===== src/rtl/linebuffer_scanout_if.sv =====
// Line buffer read port and pixel output bundle for linebuffer_scanout.
// master = scanout block, slave = buffer/timing side.
interface linebuffer_scanout_if;
  logic        line_start;
  logic [8:0]  addr_pix;
  logic [71:0] colour_pix;
  logic        pix_valid;
  logic [8:0]  pix_colour;
  logic        line_done;
  logic        buf_sel;

  modport master (
    input  line_start,
    input  colour_pix,
    output addr_pix,
    output pix_valid,
    output pix_colour,
    output line_done,
    output buf_sel
  );

  modport slave (
    output line_start,
    output colour_pix,
    input  addr_pix,
    input  pix_valid,
    input  pix_colour,
    input  line_done,
    input  buf_sel
  );
endinterface


===== src/rtl/linebuffer_scanout.sv =====
// Scans one line of packed 9-bit pixels out of a ping-pong 512x72
// line buffer with a registered read port, one pixel per pixel clock.
module linebuffer_scanout #(
  parameter int H_ACTIVE = 640
) (
  input logic clk_pix,
  input logic rst_pix,
  linebuffer_scanout_if.master lb
);

  localparam int W = H_ACTIVE / 8;
  localparam logic [7:0] LAST = 8'(W - 1);

  typedef enum logic [1:0] {
    IDLE   = 2'd0,
    FETCH  = 2'd1,
    ACTIVE = 2'd2
  } state_t;

  state_t      state;
  state_t      state_n;
  logic [71:0] word_q;
  logic [2:0]  lane;
  logic [7:0]  word_idx;
  logic [8:0]  addr;
  logic        buf_sel;
  logic        line_done;
  logic        primed;
  logic        pref;
  logic        last_px;
  logic        pix_valid;
  logic [8:0]  pix_colour;

  // Final lane of a word with nothing prefetched behind it.
  assign last_px = (state == ACTIVE) && (lane == 3'd7) && !pref;

  always_ff @(posedge clk_pix or posedge rst_pix) begin
    if (rst_pix) state <= IDLE;
    else         state <= state_n;
  end

  always_comb begin
    state_n = state;
    unique case (state)
      IDLE: begin
        if (lb.line_start) state_n = FETCH;
      end
      FETCH: begin
        if (lb.line_start) state_n = FETCH;
        else if (primed)   state_n = ACTIVE;
      end
      ACTIVE: begin
        if (lb.line_start) state_n = FETCH;
        else if (last_px)  state_n = IDLE;
      end
      default: state_n = IDLE;
    endcase
  end

  always_comb begin
    pix_valid  = 1'b0;
    pix_colour = 9'd0;
    if (state == ACTIVE) begin
      pix_valid  = 1'b1;
      pix_colour = word_q[9*lane +: 9];
    end
  end

  always_ff @(posedge clk_pix or posedge rst_pix) begin
    if (rst_pix) begin
      word_q    <= 72'd0;
      lane      <= 3'd0;
      word_idx  <= 8'd0;
      addr      <= 9'd0;
      buf_sel   <= 1'b0;
      line_done <= 1'b0;
      primed    <= 1'b0;
      pref      <= 1'b0;
    end else begin
      line_done <= 1'b0;
      if (state == FETCH) begin
        primed <= 1'b1;
        // Second fetch cycle: the buffer now presents word 0.
        if (primed) begin
          word_q <= lb.colour_pix;
          lane   <= 3'd0;
        end
      end
      if (state == ACTIVE) begin
        lane <= lane + 3'd1;
        if (lane == 3'd5 && word_idx < LAST) begin
          addr     <= {buf_sel, word_idx + 8'd1};
          word_idx <= word_idx + 8'd1;
          pref     <= 1'b1;
        end
        if (lane == 3'd7) begin
          if (pref) begin
            word_q <= lb.colour_pix;
            pref   <= 1'b0;
          end else begin
            line_done <= 1'b1;
            buf_sel   <= ~buf_sel;
          end
        end
      end
      // A restart lands on the half selected after any completion.
      if (lb.line_start) begin
        addr     <= {last_px ? ~buf_sel : buf_sel, 8'd0};
        word_idx <= 8'd0;
        primed   <= 1'b0;
        pref     <= 1'b0;
      end
    end
  end

  assign lb.addr_pix   = addr;
  assign lb.buf_sel    = buf_sel;
  assign lb.line_done  = line_done;
  assign lb.pix_valid  = pix_valid;
  assign lb.pix_colour = pix_colour;

endmodule


===== src/flat_wrapper.sv =====
// flat-port wrapper written by rule: the top's interface ports become plain ports
module linebuffer_scanout_flat 
#(
  parameter int H_ACTIVE = 640
)
  (clk_pix, rst_pix, lb_line_start, lb_colour_pix, lb_addr_pix, lb_pix_valid, lb_pix_colour, lb_line_done, lb_buf_sel);
  linebuffer_scanout_if lb_i ();
  input logic clk_pix;
  input logic rst_pix;
  input wire logic [$bits(lb_i.line_start)-1:0] lb_line_start;
  input wire logic [$bits(lb_i.colour_pix)-1:0] lb_colour_pix;
  output wire logic [$bits(lb_i.addr_pix)-1:0] lb_addr_pix;
  output wire logic [$bits(lb_i.pix_valid)-1:0] lb_pix_valid;
  output wire logic [$bits(lb_i.pix_colour)-1:0] lb_pix_colour;
  output wire logic [$bits(lb_i.line_done)-1:0] lb_line_done;
  output wire logic [$bits(lb_i.buf_sel)-1:0] lb_buf_sel;
  assign lb_i.line_start = lb_line_start;
  assign lb_i.colour_pix = lb_colour_pix;
  assign lb_addr_pix = lb_i.addr_pix;
  assign lb_pix_valid = lb_i.pix_valid;
  assign lb_pix_colour = lb_i.pix_colour;
  assign lb_line_done = lb_i.line_done;
  assign lb_buf_sel = lb_i.buf_sel;
  linebuffer_scanout #(.H_ACTIVE(H_ACTIVE)) u_core (.clk_pix(clk_pix), .rst_pix(rst_pix), .lb(lb_i));
endmodule

===== config.mk =====
export PLATFORM = sky130hd
export DESIGN_NAME = linebuffer_scanout_flat
export DESIGN_NICKNAME = d
export VERILOG_FILES = /design/src/rtl/linebuffer_scanout_if.sv /design/src/rtl/linebuffer_scanout.sv /design/src/flat_wrapper.sv
export SDC_FILE = /design/constraint.sdc
export NUM_CORES = 1
export LEC_CHECK = 0
export BUFFER_PORTS_ARGS = -buffer_cell sky130_fd_sc_hd__buf_2
export CAP_MARGIN = 30
export CELL_PAD_IN_SITES_DETAIL_PLACEMENT = 1
export CELL_PAD_IN_SITES_GLOBAL_PLACEMENT = 2
export CORE_UTILIZATION = 40
export CTS_CLUSTER_SIZE = 25
export DETAILED_ROUTE_END_ITERATION = 10
export PLACE_DENSITY = 0.94
export SLEW_MARGIN = 25
export SYNTH_ARGS = -nofsm -noshare
export SYNTH_HDL_FRONTEND = slang
export SYNTH_SLANG_ARGS = --single-unit

===== constraint.sdc =====
create_clock -name clk_pix -period 5 [get_ports clk_pix]
set_clock_uncertainty 0.05 [all_clocks]
set_input_delay 0.75 -clock clk_pix [delete_from_list [all_inputs] [get_ports clk_pix]]
set_output_delay 0.75 -clock clk_pix [all_outputs]
set_load 0.005 [all_outputs]

* Word-level counts from Yosys, hierarchy flattened
Index checks and enable logic that the tools add are counted.
W data, S select, Z words.
** Cells by class
- Add/sub/neg operators :: 2
- Multipliers :: 1
- Magnitude comparators :: 1
- Equality and inequality tests :: 7
- Shifts and indexed selects :: 1
- Multiplexer cells :: 33
- Bitwise gates (word level) :: 2
- Reduce and logical (&&, ||, !) cells :: 14
** Operator list (count)
- $mux W72 :: 5
- $shiftx A72 B8 Y9 :: 1
- $mux W9 :: 4
- $mux W8 :: 3
- $mux W1 :: 12
- $mux W2 :: 5
- $reduce_bool A2 Y1 :: 5
- $mux W3 :: 3
- $add A8 B1 Y8 const B :: 1
- $lt A8 B7 Y1 const B :: 1
- $mul A4 B3 Y7 const A :: 1
- $eq A3 B3 Y1 const B :: 2
- $ne A3 B2 Y1 const B :: 2
- $pmux W2 S3 :: 1
- $reduce_and A3 Y1 :: 2
- $reduce_and A2 Y1 :: 2
- $add A3 B1 Y3 const B :: 1
- $logic_and A1 B1 Y1 :: 3
- $eq A2 B1 Y1 const B :: 1
- $eq A2 B2 Y1 const B :: 1
- $logic_not A2 Y1 :: 1
- $ne A2 B2 Y1 const B :: 1
- $not A1 Y1 :: 2
- $logic_not A1 Y1 :: 1
** Storage, ports and cells
- Bits in registers :: 98
- Word-level logic and storage cells :: 70

* Logic depth before layout (Yosys ltp)
Gate-level depths: netlist of run 1.
- Depth in word-level cells :: 7
- Gate-level depth with buffers :: 8

* Worst setup path after synthesis of run 1
Ideal clock, no wire load.
- Kind :: register to output
- From :: reg u_core.lane[0]
- To :: out lb_pix_colour[0]
- Arrival time :: 1.372 ns
- Setup slack :: 2.828 ns
- Stages on the path, launching flop included :: 5
- Buffers on the path :: 1
- Cell sequence :: dfrtp_1 -> buf_2 -> mux4_2 -> mux2i_1 -> nor2b_1
** Between the ends
- Word-level cells in the longest chain between the ends :: 3
** RTL lines
- from (decl) :: RTL line linebuffer_scanout.sv:23 : logic [2:0] lane;
- from (signal assigned) :: RTL line linebuffer_scanout.sv:90 : lane <= lane + 3'd1;
- $mul A4 B3 Y7 :: RTL line linebuffer_scanout.sv:65 : pix_colour = word_q[9*lane +: 9];
- $shiftx A72 B8 Y9 :: RTL line linebuffer_scanout.sv:65
- $mux W9 :: RTL line linebuffer_scanout.sv:63 : if (state == ACTIVE) begin
- to (decl) :: RTL line flat_wrapper.sv:14 : output wire logic [$bits(lb_i.pix_colour)-1:0] lb_pix_colour;
Every way passes these cells.

* Worst setup path in the final report of run 1
- From :: reg u_core.lane[0]
- To :: out lb_pix_colour[3]
The elaborated chain is that of the path after synthesis.

==> flow_summary.yaml, run 1 <==
timing:
  hold_violations: 0
  setup_viol_count_final: 0
  max_freq_ghz: 0.313
  rsz0062_at_grt: "false"
  setup_tns_ns: 0
  slew_headroom: 0.400
  fin_crit_ns: 3.19
  layout_setup_ws_ns: 1.81
  maxSlewViolCount: 0
  fin_crit_sh: 0.639
  tightest_slew_ns: 0.900
clock_tree:
  post_cts_resized: 0
  cts_tree: "yes"
  cts-root-buf: "clkbuf_8"
  cts_buffers: 9
  max-clock-path-buffers: 2
  hold_buffers: 0
  post-cts-setup-buffers: 0
  clkLatencyLatePin_ns: 0.35
  cts.sinks: 90
  htree_levels: 3
  clk_pin_slew_ns: 0.10
floorplan:
  core_region_area_um2: 10200
  rows: 37
  die_area_um2: 10900
  ios: 96
  fp.dieH_um: 104
  start_util: 0.410
  die_x_um: 104
synthesis:
  yosys_warnings: 0
  seq_area_frac_synth: 0.537
  synth_seq_cells: 90
  ys_types: 36
  syn-instance-count: 289
  synth_area_um2: 4200
  synth_top_area_frac: 0.537
  syn_avg_cell_area_um2: 14.5
  synth_top_area_cell: "dfrtp_1"
  synthTopCellsByArea: "dfrtp_1, mux2_2, mux4_2, ha_1, mux2i_1"
  synth_nets: 372
  synth-edff-count: 0
  synthFlopType: "dfrtp_1"
  async_reset_ff_frac: 1.00
worst_setup_path:
  critPathKind: "register to primary output"
  arrival_ns: 2.39
  start_kind: "register"
  worst_ep_required_time_ns: 4.20
  rr_worst_depth: 6
  end_kind: "primary output"
  critPathMaxFanout: 13
detailed_routing:
  num_vias: 2680
  ant_nets: 0
  routedWlPerCell_um: 17.5
  viasPerCell: 5.11
  drt_pass1_iterations: 4
  drcViolationCount: 0
  drtIter0Drc: 85
  wl_um: 9150
power:
  p_comb_frac: 0.363
  pwr-share-clk: 0.174
  leakagePower_nw: 2.23
  powerDensity_nw_per_um2: 535
  p_sw_mw: 0.831
  vdd_drop_max_mv: 0.226
  swShare: 0.311
  internal_power_mw: 1.84
  p_seq_frac: 0.463
grt:
  gr-total-overflow: 0
  grt_pass1_vias: 3018
  grt_use_total: 0.180
  grt_pass1_wl_um: 15200
  grt_max_degree: 73
  antenna_found_initial: 1
flow_run:
  drv_cap: 0
place:
  pre_cts_ws_ns: 2.01
  dp_hpwl_um: 6530
  numPortBuffers: 95
  place_congestion: 0.738
final_layout:
  area_growth_pct: 18.8
  layout.nets: 466
  final_cell_mix: "buf_2, dfrtp_1, mux2_2"
  utilization: 0.487
  layout_commonest_cell: "buf_2"
  drive_above_1_share: 0.541
  antenna_cells: 0
run_status:
  outcome: "finished, final reports clean"
worst_hold_path:
  hp-class: "input pin to asynchronous set/reset pin"
power groups by stage:
stage | combinational (mW) | sequential, mW | clock (mW)
final | 0.968 | 1.24 | 0.464
after global routing | 1.06 | 1.28 | 0.514
after CTS | 0.966 | 1.25 | 0.481
after detailed placement | 0.962 | 1.26 | 0
after global placement | 0.917 | 1.24 | 0
after floorplan | 0.805 | 1.16 | 0
critical path, stage by stage (launching register included):
cell	delay [ns]
dfrtp_1	0.72
buf_4	0.38
mux4_2	0.58
mux2i_1	0.15
nor2b_1	0.09
buf_2	0.13
synthesized netlist by cell type (5+ instances only):
library cell  instances
dfrtp_1              90
mux2_2               73
mux4_2               18
nor2b_1              12
mux2i_1              10
buf_2                 9
ha_1                  8
nand2_1               7
nor2_1                7
inv_1                 6
o21ai_0               6
a21oi_1               5
clkbuf_1              5
final cells by class:
cell class	count	area [µm²]
Clock inverter	7	56.3
Fill cell	1072	5240
Clock buffer	9	124
Timing Repair Buffer	99	513
Sequential cell	90	2250
Multi-Input combinational cell	177	1850
Tap cell	136	170
Inverter	6	23.8
sequential cells by signal, indices dropped and copies added (netlist names):
name,cells
u_core.lb.line_done,1
u_core.lb.addr_pix,9
u_core.state,2
u_core.pref,1
u_core.lb.buf_sel,1
u_core.word_q,72
u_core.lane,3
u_core.primed,1
logic make-up (layout without fill, tap and decap cells):
| logic type | count (synthesis) | in the layout | share of synthesized area |
|---|---|---|---|
| adder cells (fa/ha/maj) | 8 | 8 | 0.0238 |
| AO/OA/AOI/OAI | 22 | 22 | 0.0367 |
| flip-flops | 90 | 90 | 0.537 |
| buffers and inverters | 22 | 121 | 0.0259 |
| multiplexers | 101 | 101 | 0.316 |
| XOR/XNOR | 2 | 2 | 0.00417 |
| AND/OR/NAND/NOR | 44 | 44 | 0.0566 |
metrics by stage:
stage	cells	hold WS (ns)	area, µm²	total power, mW
floorplan	289	0.424	4200	1.96
global placement	507	0.432	4790	2.15
detailed placement	507	0.441	4790	2.23
CTS	523	0.463	4970	2.70
global route	524	0.481	4990	2.85
finish	524	0.460	4990	2.67
path summary, 6_finish.rpt:
| kind | from | to | slack, ns |
|---|---|---|---|
| setup / recovery | u_core.lane[0]$_DFFE_PP0P_ | lb_pix_colour[3] | 1.81 |
| setup reg to reg | u_core.lane[1]$_DFFE_PP0P_ | u_core.word_q[57]$_DFF_PP0_ | 2.15 |
| min in group clk_pix | u_core.word_q[70]$_DFF_PP0_ | u_core.word_q[70]$_DFF_PP0_ | 0.46 |
| hold reg to reg | u_core.word_q[70]$_DFF_PP0_ | u_core.word_q[70]$_DFF_PP0_ | 0.46 |
| max in group asynchronous | rst_pix | u_core.lb.addr_pix[5]$_DFFE_PP0P_ | 3.37 |
| hold / removal | rst_pix | u_core.word_q[11]$_DFF_PP0_ | 0.46 |
metal layers:
layer | global-route usage | vias up | share of wire
met2 | 0.305 | 77 | 0.50
met4 | 0.0459 | 2 | 0.0058
li1 | - | 1243 | -
met5 | 0 | - | 0.0014
met1 | 0.222 | 1351 | 0.42
met3 | 0.0576 | 7 | 0.072
(Power assumes the default switching activity.)
==> inputs of run 2 (changes only) <==
- ABC_AREA: not set -> 1
- CORE_UTILIZATION: 40 -> 31
- PLACE_DENSITY: 0.94 -> 0.88
- clock period: 5 -> 3.3 ns (I/O delays scaled with it)
==> flow_summary.yaml, run 2 <==
timing:
  whs_ns: 0.138
  tightest_slew_ns: 0.868
  setup_viol_count_final: 0
  fin_crit_ns: 2.73
  maxSlewViolCount: 0
  max_freq_ghz: 0.366
  slew_headroom: 0.419
  fin_crit_sh: 0.828
  hold_violations: 0
  setup_tns_ns: 0
  rsz0062_at_grt: "false"
final_layout:
  top_register: "u_core.word_q"
  largest_reg_flops: 72
  drive_above_1_share: 0.195
  final_cell_mix: "nand2_1, buf_2, inv_1, dfrtp_1, o21ai_1"
  antenna_cells: 0
  layout.nets: 729
  area_growth_pct: 19.3
  layout_commonest_cell: "nand2_1"
power:
  powerDensity_nw_per_um2: 864
  leakagePower_nw: 2.66
  vdd_drop_max_mv: 0.328
synthesis:
  async_reset_ff_frac: 1.00
  synth_nets: 648
  ys_types: 26
  syn_avg_cell_area_um2: 7.95
  yosys.cell_count.top_type: "nand2_1"
  synthFlopType: "dfrtp_1"
  seq_area_frac_synth: 0.501
  syn-instance-count: 565
  synth_top_area_frac: 0.501
  synthTopCellsByArea: "dfrtp_1, nand2_1, inv_1, o21ai_1, o21ai_0"
  synth_top_area_cell: "dfrtp_1"
  synth-edff-count: 0
  synth_area_um2: 4490
  synth_seq_cells: 90
  yosys_warnings: 0
  synthTopCellsByCount: "nand2_1, dfrtp_1, inv_1"
worst_setup_path:
  cp_top_family: "flip-flops"
  start_kind: "register"
  end_kind: "primary output"
  worst_ep_required_time_ns: 2.75
  critPathMaxFanout: 42
  critPathBufInv: 2
  critPathKind: "register to primary output"
  cp_slowest_stage_delay_ns: 0.73
  slowest_stage: "dfrtp_2"
  crit_chain: "buf_4, a21oi_1, o21ai_0, nand3_1, nand2_1, nor2_1, buf_2"
  arrival_ns: 2.19
floorplan:
  ios: 96
  core_region_area_um2: 14000
  die_x_um: 122
  die_area_um2: 15000
  fp.dieH_um: 122
  start_util: 0.321
  rows: 43
clock_tree:
  max-clock-path-buffers: 2
  clk_pin_slew_ns: 0.07
  hold_buffers: 0
  post_cts_resized: 0
  clkLatencyLatePin_ns: 0.34
  cts_buffers: 9
  cts-root-buf: "clkbuf_16"
  htree_levels: 3
  cts.sinks: 90
  post-cts-setup-buffers: 0
  cts_tree: "yes"
detailed_routing:
  drcViolationCount: 0
  routedWlPerCell_um: 14.9
  wl_um: 12400
  ant_nets: 0
  num_vias: 3906
  viasPerCell: 4.70
  drtIter0Drc: 236
  drt_pass1_iterations: 4
place:
  numPortBuffers: 95
  dp_hpwl_um: 9150
  place_congestion: 0.784
grt:
  grt_pass1_wl_um: 20500
  grt_pass1_vias: 4129
  gr-total-overflow: 0
  antenna_found_initial: 0
  grt_max_degree: 73
  grt_use_total: 0.179
run_status:
  outcome: "finished, final reports clean"
worst_hold_path:
  hp-class: "input pin to asynchronous set/reset pin"
flow_run:
  drv_cap: 0
-- run 2: worst reg2reg max path: stages (launching register included) --
cell     delay [ns]
dfrtp_2        0.73
ha_1           0.25
ha_1           0.22
nand3_2        0.13
o21ai_4        0.33
buf_4          0.41
nand2_1        0.12
o21ai_1        0.10
-- run 2: stage by stage --
step	total power, mW	util	instance area (µm²)	instances	setup WS (ns)
4_1_cts	4.69	0.383	5360	831	0.574
2_1_floorplan	3.14	-	4490	565	0.420
6_report	4.63	0.383	5360	831	0.568
3_5_place_dp	3.66	0.363	5070	815	0.925
5_1_grt	5.03	0.383	5360	831	0.337
3_3_place_gp	3.58	0.363	5070	815	0.955
-- run 2: layer usage --
metal | share of wire | track usage
met1 | 0.48 | 0.242
met2 | 0.46 | 0.284
met3 | 0.044 | 0.0465
met4 | 0.011 | 0.0450
met5 | 0 | 0
-- run 2: cell type report --
type	instances	area [µm²]
fill	1730	8630
multi-input combinational	351	1690
tap	180	225
timing repair buffer	103	561
clock inverter	6	48.8
clock buffer	10	239
sequential	90	2250
inverter	91	343
-- run 2: power breakdown --
part	switching, mW	internal [mW]	total (mW)
logic	1.13	0.623	1.76
registers	0.295	1.57	1.86
clock network	0.470	0.541	1.01
-- run 2: path summary, 6_finish.rpt --
check / cells past startpoint / slack [ns] / to / start
hold / removal: 2 / 0.14 / u_core.lb.addr_pix[7]$_DFFE_PP0P_ / rst_pix
setup reg to reg: 7 / 0.90 / u_core.word_q[51]$_DFF_PP0_ / u_core.lane[0]$_DFFE_PP0P_
setup / recovery: 7 / 0.57 / lb_pix_colour[0] / u_core.lane[0]$_DFFE_PP0P_
max in group asynchronous: 3 / 2.34 / u_core.word_q[19]$_DFF_PP0_ / rst_pix
hold reg to reg: 2 / 0.47 / u_core.word_q[33]$_DFF_PP0_ / u_core.word_q[33]$_DFF_PP0_
min in group clk_pix: 3 / 0.31 / u_core.word_q[35]$_DFF_PP0_ / lb_colour_pix[35]
-- run 2: cells by family after synthesis --
group / share of synthesized area
AND/OR/NAND/NOR: 0.182
adder cells (fa/ha/maj): 0.0223
XOR/XNOR: 0.00195
buffers and inverters: 0.122
AO/OA/AOI/OAI: 0.170
flip-flops: 0.501
==> inputs of run 3 (changes only) <==
- CORE_UTILIZATION: 31 -> 28
- PLACE_DENSITY: 0.88 -> 0.84
- clock period: 3.3 -> 2.5 ns (I/O delays scaled with it)
==> flow_summary.yaml, run 3 (synthesis results as in run 2) <==
run_status:
  outcome: "finished, final reports clean"
timing:
  layout_setup_ws_ns: 0.207
  max_freq_ghz: 0.436
  fin_crit_sh: 0.917
  slew_headroom: 0.613
  hold_violations: 0
  setup_viol_count_final: 0
  rsz0062_at_grt: "false"
  maxSlewViolCount: 0
  fin_crit_ns: 2.29
  tightest_slew_ns: 0.580
  setup_tns_ns: 0
final_layout:
  layout.nets: 730
  final_cell_mix: "nand2_1, buf_2, inv_1, dfrtp_1, o21ai_1"
  finalNonFillerCells: 863
  layout_commonest_cell: "nand2_1"
  top_register: "u_core.word_q"
  antenna_cells: 0
  largest_reg_flops: 72
  area_growth_pct: 21.3
  final_area_um2: 5450
  utilization: 0.353
  drive_above_1_share: 0.195
floorplan:
  die_area_um2: 16600
  core_region_area_um2: 15400
  start_util: 0.291
  die_x_um: 129
  fp.dieH_um: 129
  ios: 96
  rows: 45
clock_tree:
  clkLatencyLatePin_ns: 0.35
  htree_levels: 3
  post_cts_resized: 0
  clk_pin_slew_ns: 0.07
  cts_buffers: 9
  max-clock-path-buffers: 2
  post-cts-setup-buffers: 0
  cts-root-buf: "clkbuf_16"
  cts_tree: "yes"
  cts.sinks: 90
  hold_buffers: 0
grt:
  grt_pass1_wl_um: 20300
  gr-total-overflow: 0
  grt_use_total: 0.158
  grt_max_degree: 91
  grt_pass1_vias: 4013
  antenna_found_initial: 0
power:
  p_sw_mw: 2.42
  powerDensity_nw_per_um2: 1130
  p_seq_frac: 0.384
  pwr-share-clk: 0.227
  internal_power_mw: 3.73
  leakagePower_nw: 2.67
  p_comb_frac: 0.389
  swShare: 0.393
  vdd_drop_max_mv: 0.474
worst_setup_path:
  critPathKind: "register to primary output"
  critPathMaxFanout: 40
  end_kind: "primary output"
  crit_chain: "buf_12, a21oi_1, o21ai_0, nand3_1, nand2_1, nor2_1, buf_2"
  timing.rr.start: "u_core.state[0]$_DFFE_PP0P_"
  slowest_stage: "dfrtp_2"
  start_kind: "register"
  critPathBufInv: 2
  cp_top_family: "flip-flops"
  cp_slowest_stage_delay_ns: 0.49
  arrival_ns: 1.87
  critPathLaunch: "u_core.lane[0]$_DFFE_PP0P_"
  worst_ep_required_time_ns: 2.08
detailed_routing:
  routedWlPerCell_um: 14.0
  drcViolationCount: 0
  num_vias: 3915
  wl_um: 12100
  ant_nets: 0
  drt_pass1_iterations: 4
  drtIter0Drc: 188
  viasPerCell: 4.54
place:
  place_area_um2: 5150
  pre_cts_ws_ns: 0.358
  numPortBuffers: 95
  dp.cells: 847
  dp_hpwl_um: 8560
  place_congestion: 0.795
worst_hold_path:
  hp-class: "input pin to asynchronous set/reset pin"
flow_run:
  drv_cap: 0
[run 3: cell types whose count changed in the layout (fill, tap and decap cells not counted), sizes merged]
cell	before	now
buf	103	104
clkinv	4	1
bufinv	0	1
clkinvlp	0	2
[run 3: area by class of cell]
cell class | instances | area, µm²
clock buffers | 10 | 229
inverters | 91 | 345
repair buffers | 104 | 593
clock inverters | 6 | 72.6
well taps | 211 | 264
flip-flops and latches | 90 | 2250
fillers | 1923 | 9980
multi-input cells | 351 | 1690
[run 3: layer usage]
layer / global-route usage / part of all wire / wire length (µm)
met5: 0 / 0 / 0
met1: 0.210 / 0.48 / 5840
met3: 0.0416 / 0.038 / 457
met2: 0.255 / 0.47 / 5620
met4: 0.0394 / 0.011 / 133
[run 3: tightest hold or removal path, cell delays in order]
cell	delay, ns
buf_2	0.11
clkinvlp_4	0.07
buf_12	0.38
[run 3: worst paths after layout]
| path | end | slack [ns] | cells past startpoint |
|---|---|---|---|
| worst max-delay path | lb_pix_colour[0] | 0.21 | 7 |
| worst min-delay path | u_core.lb.addr_pix[6]$_DFFE_PP0P_ | 0.11 | 3 |
| worst max register to register | u_core.lb.addr_pix[4]$_DFFE_PP0P_ | 0.37 | 9 |
| worst min register to register | u_core.lb.addr_pix[7]$_DFFE_PP0P_ | 0.46 | 2 |
| max in group asynchronous | u_core.lane[0]$_DFFE_PP0P_ | 1.90 | 3 |
| min in group clk_pix | u_core.word_q[34]$_DFF_PP0_ | 0.18 | 3 |
[run 3: power by group through the flow]
stage          Combinational [mW]  Sequential (mW)  Clock (mW)
2_1_floorplan                1.87             2.27           0
3_3_place_gp                 2.32             2.36           0
3_5_place_dp                 2.42             2.39           0
4_1_cts                      2.44             2.37        1.44
5_1_grt                      2.78             2.43        1.52
6_report                     2.39             2.36        1.40
[run 3: metrics by stage]
| step | hold slack, ns | total power [mW] |
|---|---|---|
| 2_1_floorplan | 0.436 | 4.14 |
| 3_3_place_gp | 0.449 | 4.68 |
| 3_5_place_dp | 0.454 | 4.81 |
| 4_1_cts | 0.131 | 6.25 |
| 5_1_grt | 0.140 | 6.73 |
| 6_report | 0.107 | 6.15 |
